===== src/rtl/regfile_write_arbiter_pkg.sv =====
// Shared widths and helpers for the register-file write-port arbiter.
// Holds the register file geometry and the arbiter id width used by every file in this slice.
package regfile_write_arbiter_pkg;

    localparam int REG_ADDR_W = 5;
    localparam int REG_DATA_W = 32;
    localparam int REG_COUNT  = 32;
    localparam int ARB_ID_W   = 3;
    localparam int MAX_REQ    = 8;

    // Round-robin successor of a granted index, wrapping at the requester count.
    function automatic logic [ARB_ID_W-1:0] wrapInc(input logic [ARB_ID_W-1:0] idx,
                                                    input int                  numReq);
        logic [ARB_ID_W-1:0] result;
        if (int'(idx) >= numReq - 1) begin
            result = '0;
        end else begin
            result = idx + ARB_ID_W'(1);
        end
        return result;
    endfunction

endpackage


===== src/rtl/regfile_write_arbiter_rr.sv =====
// Combinational round-robin picker: first asserted request at or after ptr_i, wrapping.
// Produces both a one-hot grant and the matching binary index.
module rr_arbiter
    import regfile_write_arbiter_pkg::*;
#(
    parameter int NUM_REQ = 4
) (
    input  logic [NUM_REQ-1:0]  req_i,
    input  logic [ARB_ID_W-1:0] ptr_i,
    output logic [NUM_REQ-1:0]  grant_o,
    output logic [ARB_ID_W-1:0] grant_idx_o
);

    logic found;

    // Two passes: indices from the pointer upward, then the wrapped range below the pointer.
    always_comb begin
        grant_o     = '0;
        grant_idx_o = '0;
        found       = 1'b0;
        for (int i = 0; i < NUM_REQ; i++) begin
            if (!found && req_i[i] && (i >= int'(ptr_i))) begin
                found       = 1'b1;
                grant_o[i]  = 1'b1;
                grant_idx_o = ARB_ID_W'(i);
            end
        end
        for (int i = 0; i < NUM_REQ; i++) begin
            if (!found && req_i[i] && (i < int'(ptr_i))) begin
                found       = 1'b1;
                grant_o[i]  = 1'b1;
                grant_idx_o = ARB_ID_W'(i);
            end
        end
    end

endmodule


===== src/rtl/regfile_write_arbiter.sv =====
// Shares the register file write port among NUM_REQ requesters with round-robin valid/ready.
// Optional macro WRARB_R0_FILTER_EN: accepted writes to register 0 are consumed without asserting writeEnable.
module regfile_write_arbiter
    import regfile_write_arbiter_pkg::*;
#(
    parameter int NUM_REQ = 4,
    parameter int DATA_W  = REG_DATA_W,
    parameter int ADDR_W  = REG_ADDR_W
) (
    input  logic                      clock,
    input  logic                      ctrl_reset,
    input  logic [NUM_REQ-1:0]        req_valid,
    output logic [NUM_REQ-1:0]        req_ready,
    input  logic [NUM_REQ*ADDR_W-1:0] req_addr,
    input  logic [NUM_REQ*DATA_W-1:0] req_data,
    input  logic                      wr_hold,
    output logic                      ctrl_writeEnable,
    output logic [ADDR_W-1:0]         ctrl_writeRegister,
    output logic [DATA_W-1:0]         data_writeReg,
    output logic [2:0]                grant_id
);

    logic [NUM_REQ-1:0]  arbGrant;
    logic [ARB_ID_W-1:0] arbIdx;
    logic                accept;
    logic                forwardWrite;
    logic [ADDR_W-1:0]   selAddr;
    logic [DATA_W-1:0]   selData;

    logic [ARB_ID_W-1:0] rrPtr_q,       rrPtr_d;
    logic                writeEnable_q, writeEnable_d;
    logic [ADDR_W-1:0]   writeReg_q,    writeReg_d;
    logic [DATA_W-1:0]   writeData_q,   writeData_d;
    logic [ARB_ID_W-1:0] grantId_q,     grantId_d;

    rr_arbiter #(
        .NUM_REQ(NUM_REQ)
    ) u_rr_arbiter (
        .req_i      (req_valid),
        .ptr_i      (rrPtr_q),
        .grant_o    (arbGrant),
        .grant_idx_o(arbIdx)
    );

    // Hold and reset both block the handshake so nothing is consumed that would then be dropped.
    assign req_ready = (wr_hold | ctrl_reset) ? '0 : arbGrant;
    assign accept    = |req_ready;

    always_comb begin
        selAddr = '0;
        selData = '0;
        for (int i = 0; i < NUM_REQ; i++) begin
            if (arbIdx == ARB_ID_W'(i)) begin
                selAddr = req_addr[i*ADDR_W +: ADDR_W];
                selData = req_data[i*DATA_W +: DATA_W];
            end
        end
    end

`ifdef WRARB_R0_FILTER_EN
    logic isR0;
    assign isR0         = (selAddr == '0);
    assign forwardWrite = accept & ~isR0;
`else
    assign forwardWrite = accept;
`endif

    // Address, data and id only move on an accept so the port holds its last write otherwise.
    always_comb begin
        rrPtr_d       = rrPtr_q;
        writeEnable_d = forwardWrite;
        writeReg_d    = writeReg_q;
        writeData_d   = writeData_q;
        grantId_d     = grantId_q;
        if (accept) begin
            rrPtr_d     = wrapInc(arbIdx, NUM_REQ);
            writeReg_d  = selAddr;
            writeData_d = selData;
            grantId_d   = arbIdx;
        end
    end

    always_ff @(posedge clock) begin
        if (ctrl_reset) begin
            rrPtr_q       <= '0;
            writeEnable_q <= 1'b0;
            writeReg_q    <= '0;
            writeData_q   <= '0;
            grantId_q     <= '0;
        end else begin
            rrPtr_q       <= rrPtr_d;
            writeEnable_q <= writeEnable_d;
            writeReg_q    <= writeReg_d;
            writeData_q   <= writeData_d;
            grantId_q     <= grantId_d;
        end
    end

    assign ctrl_writeEnable   = writeEnable_q;
    assign ctrl_writeRegister = writeReg_q;
    assign data_writeReg      = writeData_q;
    assign grant_id           = grantId_q;

endmodule


===== config.mk =====
export PLATFORM = sky130hd
export DESIGN_NAME = regfile_write_arbiter
export DESIGN_NICKNAME = d
export VERILOG_FILES = /design/src/rtl/regfile_write_arbiter_pkg.sv /design/src/rtl/regfile_write_arbiter_rr.sv /design/src/rtl/regfile_write_arbiter.sv
export SDC_FILE = /design/constraint.sdc
export NUM_CORES = 1
export LEC_CHECK = 0
export CAP_MARGIN = 10
export CORE_MARGIN = 2
export CORE_UTILIZATION = 37
export CTS_BUF_LIST = sky130_fd_sc_hd__clkbuf_4
export CTS_CLUSTER_SIZE = 16
export DETAILED_ROUTE_END_ITERATION = 7
export PLACE_DENSITY = 0.84
export SLEW_MARGIN = 40
export SYNTH_ARGS = -nofsm -noshare
export SYNTH_HDL_FRONTEND = slang
export SYNTH_SLANG_ARGS = --single-unit

===== constraint.sdc =====
create_clock -name clock -period 2.9 [get_ports clock]
set_input_delay 0.29 -clock clock [delete_from_list [all_inputs] [get_ports clock]]
set_output_delay 0.29 -clock clock [all_outputs]
set_load 0.05 [all_outputs]

# Yosys cells after proc, flatten, opt, wreduce, memory -nomap -nowiden
# Index checks and enable logic that the tools add are counted.
# classes
addsub	1
order_cmp	9
n_eq_ne	3
muxes	31
bitwise_logic	1
reduce_logical	24
# op_table
op	count
32-bit two-way mux	4
5-bit two-way mux	4
1-bit logical AND	15
1-bit two-way mux	15
2-bit two-way mux	6
1-bit zero test	7
3-bit by 2-bit == test with 1-bit output, second input constant	2
1-bit by 3-bit >= comparator with 1-bit output, first input constant	2
2-bit by 3-bit >= comparator with 1-bit output, first input constant	2
1-bit by 3-bit less-than comparator with 1-bit output, first input constant	2
2-bit by 3-bit less-than comparator with 1-bit output, first input constant	2
4-bit two-way mux	1
4-bit OR reduction	1
3-bit by 1-bit adder with 3-bit output, second input constant	1
3-bit by 1-bit == test with 1-bit output, second input constant	1
3-bit by 2-bit >= comparator with 1-bit output, second input constant	1
3-bit zero test	1
3-bit two-way mux	1
1-bit bitwise OR	1
# totals
reg_bits	44
input_bits	155
output_inout_bits	45

# Depth between registers and ports, before layout
# logic_depth
ltp_word	36
mapped_depth	12

# Modules after synthesis
# A second synthesis with hierarchy kept.
# hier_totals
hier_cells	357
area_unflattened_um2	3124.2
# by_module_without_submodules
module	n_inst	cells_per_inst	area_each_um2
regfile_write_arbiter	1	324	2936.6
rr_arbiter	1	33	187.7

# Worst setup path after synthesis
# Ideal clock, no wire load.
# synth_timing
path_kind	reg2reg
start	register rrPtr_q[1]
end	register writeData_q[21] (netlist: data_writeReg[21])
t_arrival_ns	2.269
t_required_ns	2.822
path_slack_ns	0.553
path_stages_with_launch	13
n_path_buf	3
cell_sequence	dfxtp_1 -> clkbuf_1 -> nand2b_1 -> a21oi_1 -> o21ai_0 -> nor2b_1 -> ha_1 -> buf_2 -> buf_2 -> a21oi_1 -> a221oi_1 -> a211oi_2 -> nor3_1
# synth_between
elab_chain_len	36
word_cells_on_any_way	61
# synth_lines
item	line	text
start, declared	regfile_write_arbiter.sv:30	logic [ARB_ID_W-1:0] rrPtr_q, rrPtr_d;
start signal, assigned	regfile_write_arbiter.sv:91	rrPtr_q <= rrPtr_d;
1-bit by 3-bit >= comparator with 1-bit output	regfile_write_arbiter_rr.sv:22	if (!found && req_i[i] && (i >= int'(ptr_i))) begin
1-bit logical AND	regfile_write_arbiter_rr.sv:22	
1-bit two-way mux	regfile_write_arbiter_rr.sv:22	
1-bit zero test	regfile_write_arbiter_rr.sv:22	
1-bit logical AND (2 in series)	regfile_write_arbiter_rr.sv:22	
1-bit two-way mux	regfile_write_arbiter_rr.sv:22	
1-bit zero test	regfile_write_arbiter_rr.sv:22	
1-bit logical AND (2 in series)	regfile_write_arbiter_rr.sv:22	
[... 13 more ...]	-	
1-bit zero test	regfile_write_arbiter_rr.sv:29	if (!found && req_i[i] && (i < int'(ptr_i))) begin
1-bit logical AND (2 in series)	regfile_write_arbiter_rr.sv:29	
1-bit two-way mux	regfile_write_arbiter_rr.sv:29	
1-bit zero test	regfile_write_arbiter_rr.sv:29	
1-bit logical AND (2 in series)	regfile_write_arbiter_rr.sv:29	
2-bit two-way mux	regfile_write_arbiter_rr.sv:29	
3-bit zero test	regfile_write_arbiter.sv:53	if (arbIdx == ARB_ID_W'(i)) begin
32-bit two-way mux (4 in series)	regfile_write_arbiter.sv:53	
end signal, assigned	regfile_write_arbiter.sv:94	writeData_q <= writeData_d;
end, declared	regfile_write_arbiter.sv:33	logic [DATA_W-1:0] writeData_q, writeData_d;
# Parallel ways exist; a longest one is shown, timed or not.
# A chain may end at the register's enable or synchronous reset.

# Worst setup path in the final report
# layout_timing
start	input req_valid[0]
end	register writeReg_q[3] (netlist: ctrl_writeRegister[3])
# layout_between
elab_chain_len	35
word_cells_on_any_way	53
# layout_lines
item	line	text
start, declared	regfile_write_arbiter.sv:12	input logic [NUM_REQ-1:0] req_valid,
1-bit logical AND	regfile_write_arbiter_rr.sv:22	
1-bit two-way mux	regfile_write_arbiter_rr.sv:22	
1-bit zero test	regfile_write_arbiter_rr.sv:22	
1-bit logical AND (2 in series)	regfile_write_arbiter_rr.sv:22	
1-bit two-way mux	regfile_write_arbiter_rr.sv:22	
1-bit zero test	regfile_write_arbiter_rr.sv:22	
1-bit logical AND (2 in series)	regfile_write_arbiter_rr.sv:22	
1-bit two-way mux	regfile_write_arbiter_rr.sv:22	
[... 12 more ...]	-	
1-bit zero test	regfile_write_arbiter_rr.sv:29	
1-bit logical AND (2 in series)	regfile_write_arbiter_rr.sv:29	
1-bit two-way mux	regfile_write_arbiter_rr.sv:29	
1-bit zero test	regfile_write_arbiter_rr.sv:29	
1-bit logical AND (2 in series)	regfile_write_arbiter_rr.sv:29	
2-bit two-way mux	regfile_write_arbiter_rr.sv:29	
3-bit zero test	regfile_write_arbiter.sv:53	
5-bit two-way mux (4 in series)	regfile_write_arbiter.sv:53	
end signal, assigned	regfile_write_arbiter.sv:93	writeReg_q <= writeReg_d;
end, declared	regfile_write_arbiter.sv:32	logic [ADDR_W-1:0] writeReg_q, writeReg_d;
# Parallel ways exist; a longest one is shown, timed or not.

==> metrics <==
postcts setup bufs=0; starting density of the core=0.381; via count=3,663; net count after synthesis=551; final routed DRC violation total=0; WHS Path Cells=2; Die W=92.9 um; post-synthesis compound-gate area fraction=0.326; sink count of the clock tree=42; Filler Cells Inserted=633; total wirelength of the detailed-routed design=10.7 mm; share of post-route cells with drive strength above 1=0.0754; Placed Cells=664; max-cap check violation count=0; cell leakage power=1.89 nW; DR iter-0 viols=117; minimum setup slack after placement=-41.3 ps; gate count after technology mapping=392; Hold Crit Start=ctrl_reset; vias per std cell=5.45; Layout Cells excl Fill=672; number of warnings reported in the yosys synthesis log=0; vertical die dimension=92.9 um; area share of xor/xnor cells in the synthesized design=0; vias in the first global route=3,571; worst setup path start=req_valid[0]; post-cts repair resize count=0; antenna violations before repair=0; clock latency on the worst-skew pair=340 ps; # nets final=728; Area contributors post-synth=dfxtp_1, a221oi_1, nand3b_1, a211oi_1, a21oi_1; clock edge transition at the registers on the reported setup and hold paths=120 ps; result of the run=completed; sequential cell area fraction in the yosys report=0.287; synthesis-stage register bit count=42; routability congestion estimate=0.828; Die Footprint=8640 um2; worst-case headroom to the max-slew limit=0.643; Hold Path Class=input pin to flop; register-to-register setup slack=310 ps; final hold viol count=0; area occupied by multi-input gates=1740 um2; worst reg2reg path endpoint=ctrl_writeRegister[3]$_SDFFE_PP0P_; total number of placement rows=32; number of H-tree levels=2; largest fanout on the critical path=26; placeable core area=7690 um2; area share of the largest cell type after synthesis=0.287; endpoint kind of the worst setup timing path=flop; PwrDens=399 nW/um2; final worst setup slack=282 ps; area of placed instances=5060 um2; achievable clock frequency=382 MHz; TritonCTS clock tree=done; sum of negative setup slack=0 ps; post-synthesis cell type count=29; post-detailed-route count of antenna-violating nets=0; CTS Hold Buffers Added=0; arithmetic-cell share of the synthesized area counting full adders, half adders and majority gates=0.0171; critical path required time=3150 ps; CP arrival=2870 ps; number of antenna cells inserted=0; worst-margin pin slew=534 ps; minimum hold slack=452 ps; kind of critical path=input pin to flop; post-synthesis average cell area=7.47 um2; placed wire-length estimate after detailed placement=8.21 mm; number of I/O port buffers=198; Clock Skews=21.6 ps; sum of overflow across all layers after global routing=0; setup repair after global routing missed its margin=no; fraction of the mapped netlist area in simple logic gates=0.238; dominant combinational cell family by area after synthesis=compound AO/OA/AOI/OAI gates; multiplexer fraction of the synthesized cell area=0.00770; wire length of the first global-routing pass=16.9 mm; Global Route Usage Sum=0.242; post-route cell area=5150 um2; number of slew-limit violations in the final report=0; register area=841 um2; I/O pin count=200; Setup-failing EPs final=0; FF-to-FF Start=rrPtr_q[1]$_SDFFE_PP0P_; pin count of the biggest net entering global routing=49; shortest period the worst path allows=2620 ps; cell type with the largest total area after synthesis=dfxtp_1; netlist area before placement=2930 um2; Area growth syn-to-layout=75.9%; maximum vdd drop=218 uV; R2R cell count=8; routed wire length per instance=15.9 um; maximum buffer depth of the clock tree=2; capture endpoint of the worst hold path=ctrl_writeRegister[0]$_SDFFE_PP0P_; total clock buffers created by CTS=5; drt first pass iters=4; final critical-path share of the clock period=0.903; startpoint type of the worst setup path=input pin; clock tree root buffer cell=clkbuf_4
==> Yosys cell counts, drive strengths merged <==
cell type  number
a21oi          43
nor2           43
dfxtp          42
inv            40
nor3           40
a211oi         39
a221oi         38
nand3b         37
clkbuf         23
buf            21
ha              4
nand2b          4
nor2b           3
o21ai           3
mux2            2
a211o           1
a32oi           1
and2            1
clkinv          1
conb            1
o211ai          1
o21a            1
o221a           1
o2bb2ai         1
or2             1
==> kinds of logic (layout without fill, tap and decap cells) <==
group | after synthesis | count (layout)
AOI/OAI and AO/OA | 129 | 129
muxes | 2 | 2
buffers and inverters | 85 | 263
other | 1 | 1
and+or+nand+nor | 129 | 129
adders and majority gates | 4 | 4
DFF | 42 | 42
==> state kept, by name, summed over array words and instances (netlist names) <==
signal and count:
data_writeReg 32, ctrl_writeRegister 5, grant_id 2, rrPtr_q 2
ctrl_writeEnable 1
==> routing by layer <==
metal	track usage	share of wire	vias up
li1	-	-	1792
met1	0.275	0.40	1673
met2	0.449	0.51	188
met3	0.0610	0.089	10
met4	0.0588	0.0085	0
met5	0	0	-
==> stage by stage <==
| stage | total power [W] | utilization |
|---|---|---|
| 2_1_floorplan | 0.00124 | - |
| 3_3_place_gp | 0.00166 | 0.659 |
| 3_5_place_dp | 0.00168 | 0.659 |
| 4_1_cts | 0.00207 | 0.670 |
| 5_1_grt | 0.00217 | 0.670 |
| 6_report | 0.00205 | 0.670 |
==> layout by cell type, fill, tap and decap left out, drive strengths merged <==
cell type and count:
nor2 43, buf 18, nand3b 37, ha 4
a211oi 39, o21ai 3, nand2b 4, conb 1
a221oi 38, clkdlybuf4s50 196, and2 1, or2 1
inv 40, mux2 2, a21oi 43, clkbuf 7
o21a 1, o211ai 1, dfxtp 42, nor3 40
bufinv 1, a32oi 1, o2bb2ai 1, nor2b 3
clkinv 1, a211o 1, o221a 1
==> critical path, stage by stage <==
cell and delay (ps):
clkdlybuf4s50_1 600, nor2_1 110, o21a_1 180, o21ai_0 310
nor2b_1 240, ha_2 300, buf_12 180, a21oi_1 80
a221oi_1 310, a211oi_1 80, nor3_1 190
==> power by group <==
| group | total (W) | internal [W] | switching (W) |
|---|---|---|---|
| registers | 0.000650 | 0.000623 | 0.0000272 |
| logic | 0.00101 | 0.000499 | 0.000515 |
| clock network | 0.000389 | 0.000202 | 0.000187 |
| total | 0.00205 | 0.00132 | 0.000729 |
==> cell type report <==
class | instances | share of cell area
clock inverter | 1 | 0.00583
multi-input combinational | 265 | 0.337
inverter | 41 | 0.0299
timing repair buffer | 214 | 0.429
tap | 102 | 0.0248
clock buffer | 7 | 0.0102
sequential | 42 | 0.163
==> how the worst max path moves through the flow <==
stage	endpoint	slack, ps	depth (start not counted)
6_report	ctrl_writeRegister[3]$_SDFFE_PP0P_	280	11
5_1_grt	data_writeReg[5]$_SDFFE_PP0P_	20	11
4_1_cts	data_writeReg[3]$_SDFFE_PP0P_	300	11
3_5_place_dp	data_writeReg[3]$_SDFFE_PP0P_	-40	11
3_3_place_gp	data_writeReg[5]$_SDFFE_PP0P_	160	11
2_1_floorplan	data_writeReg[21]$_SDFFE_PP0P_	550	12
Note: power is estimated with default switching activity, not from simulation.
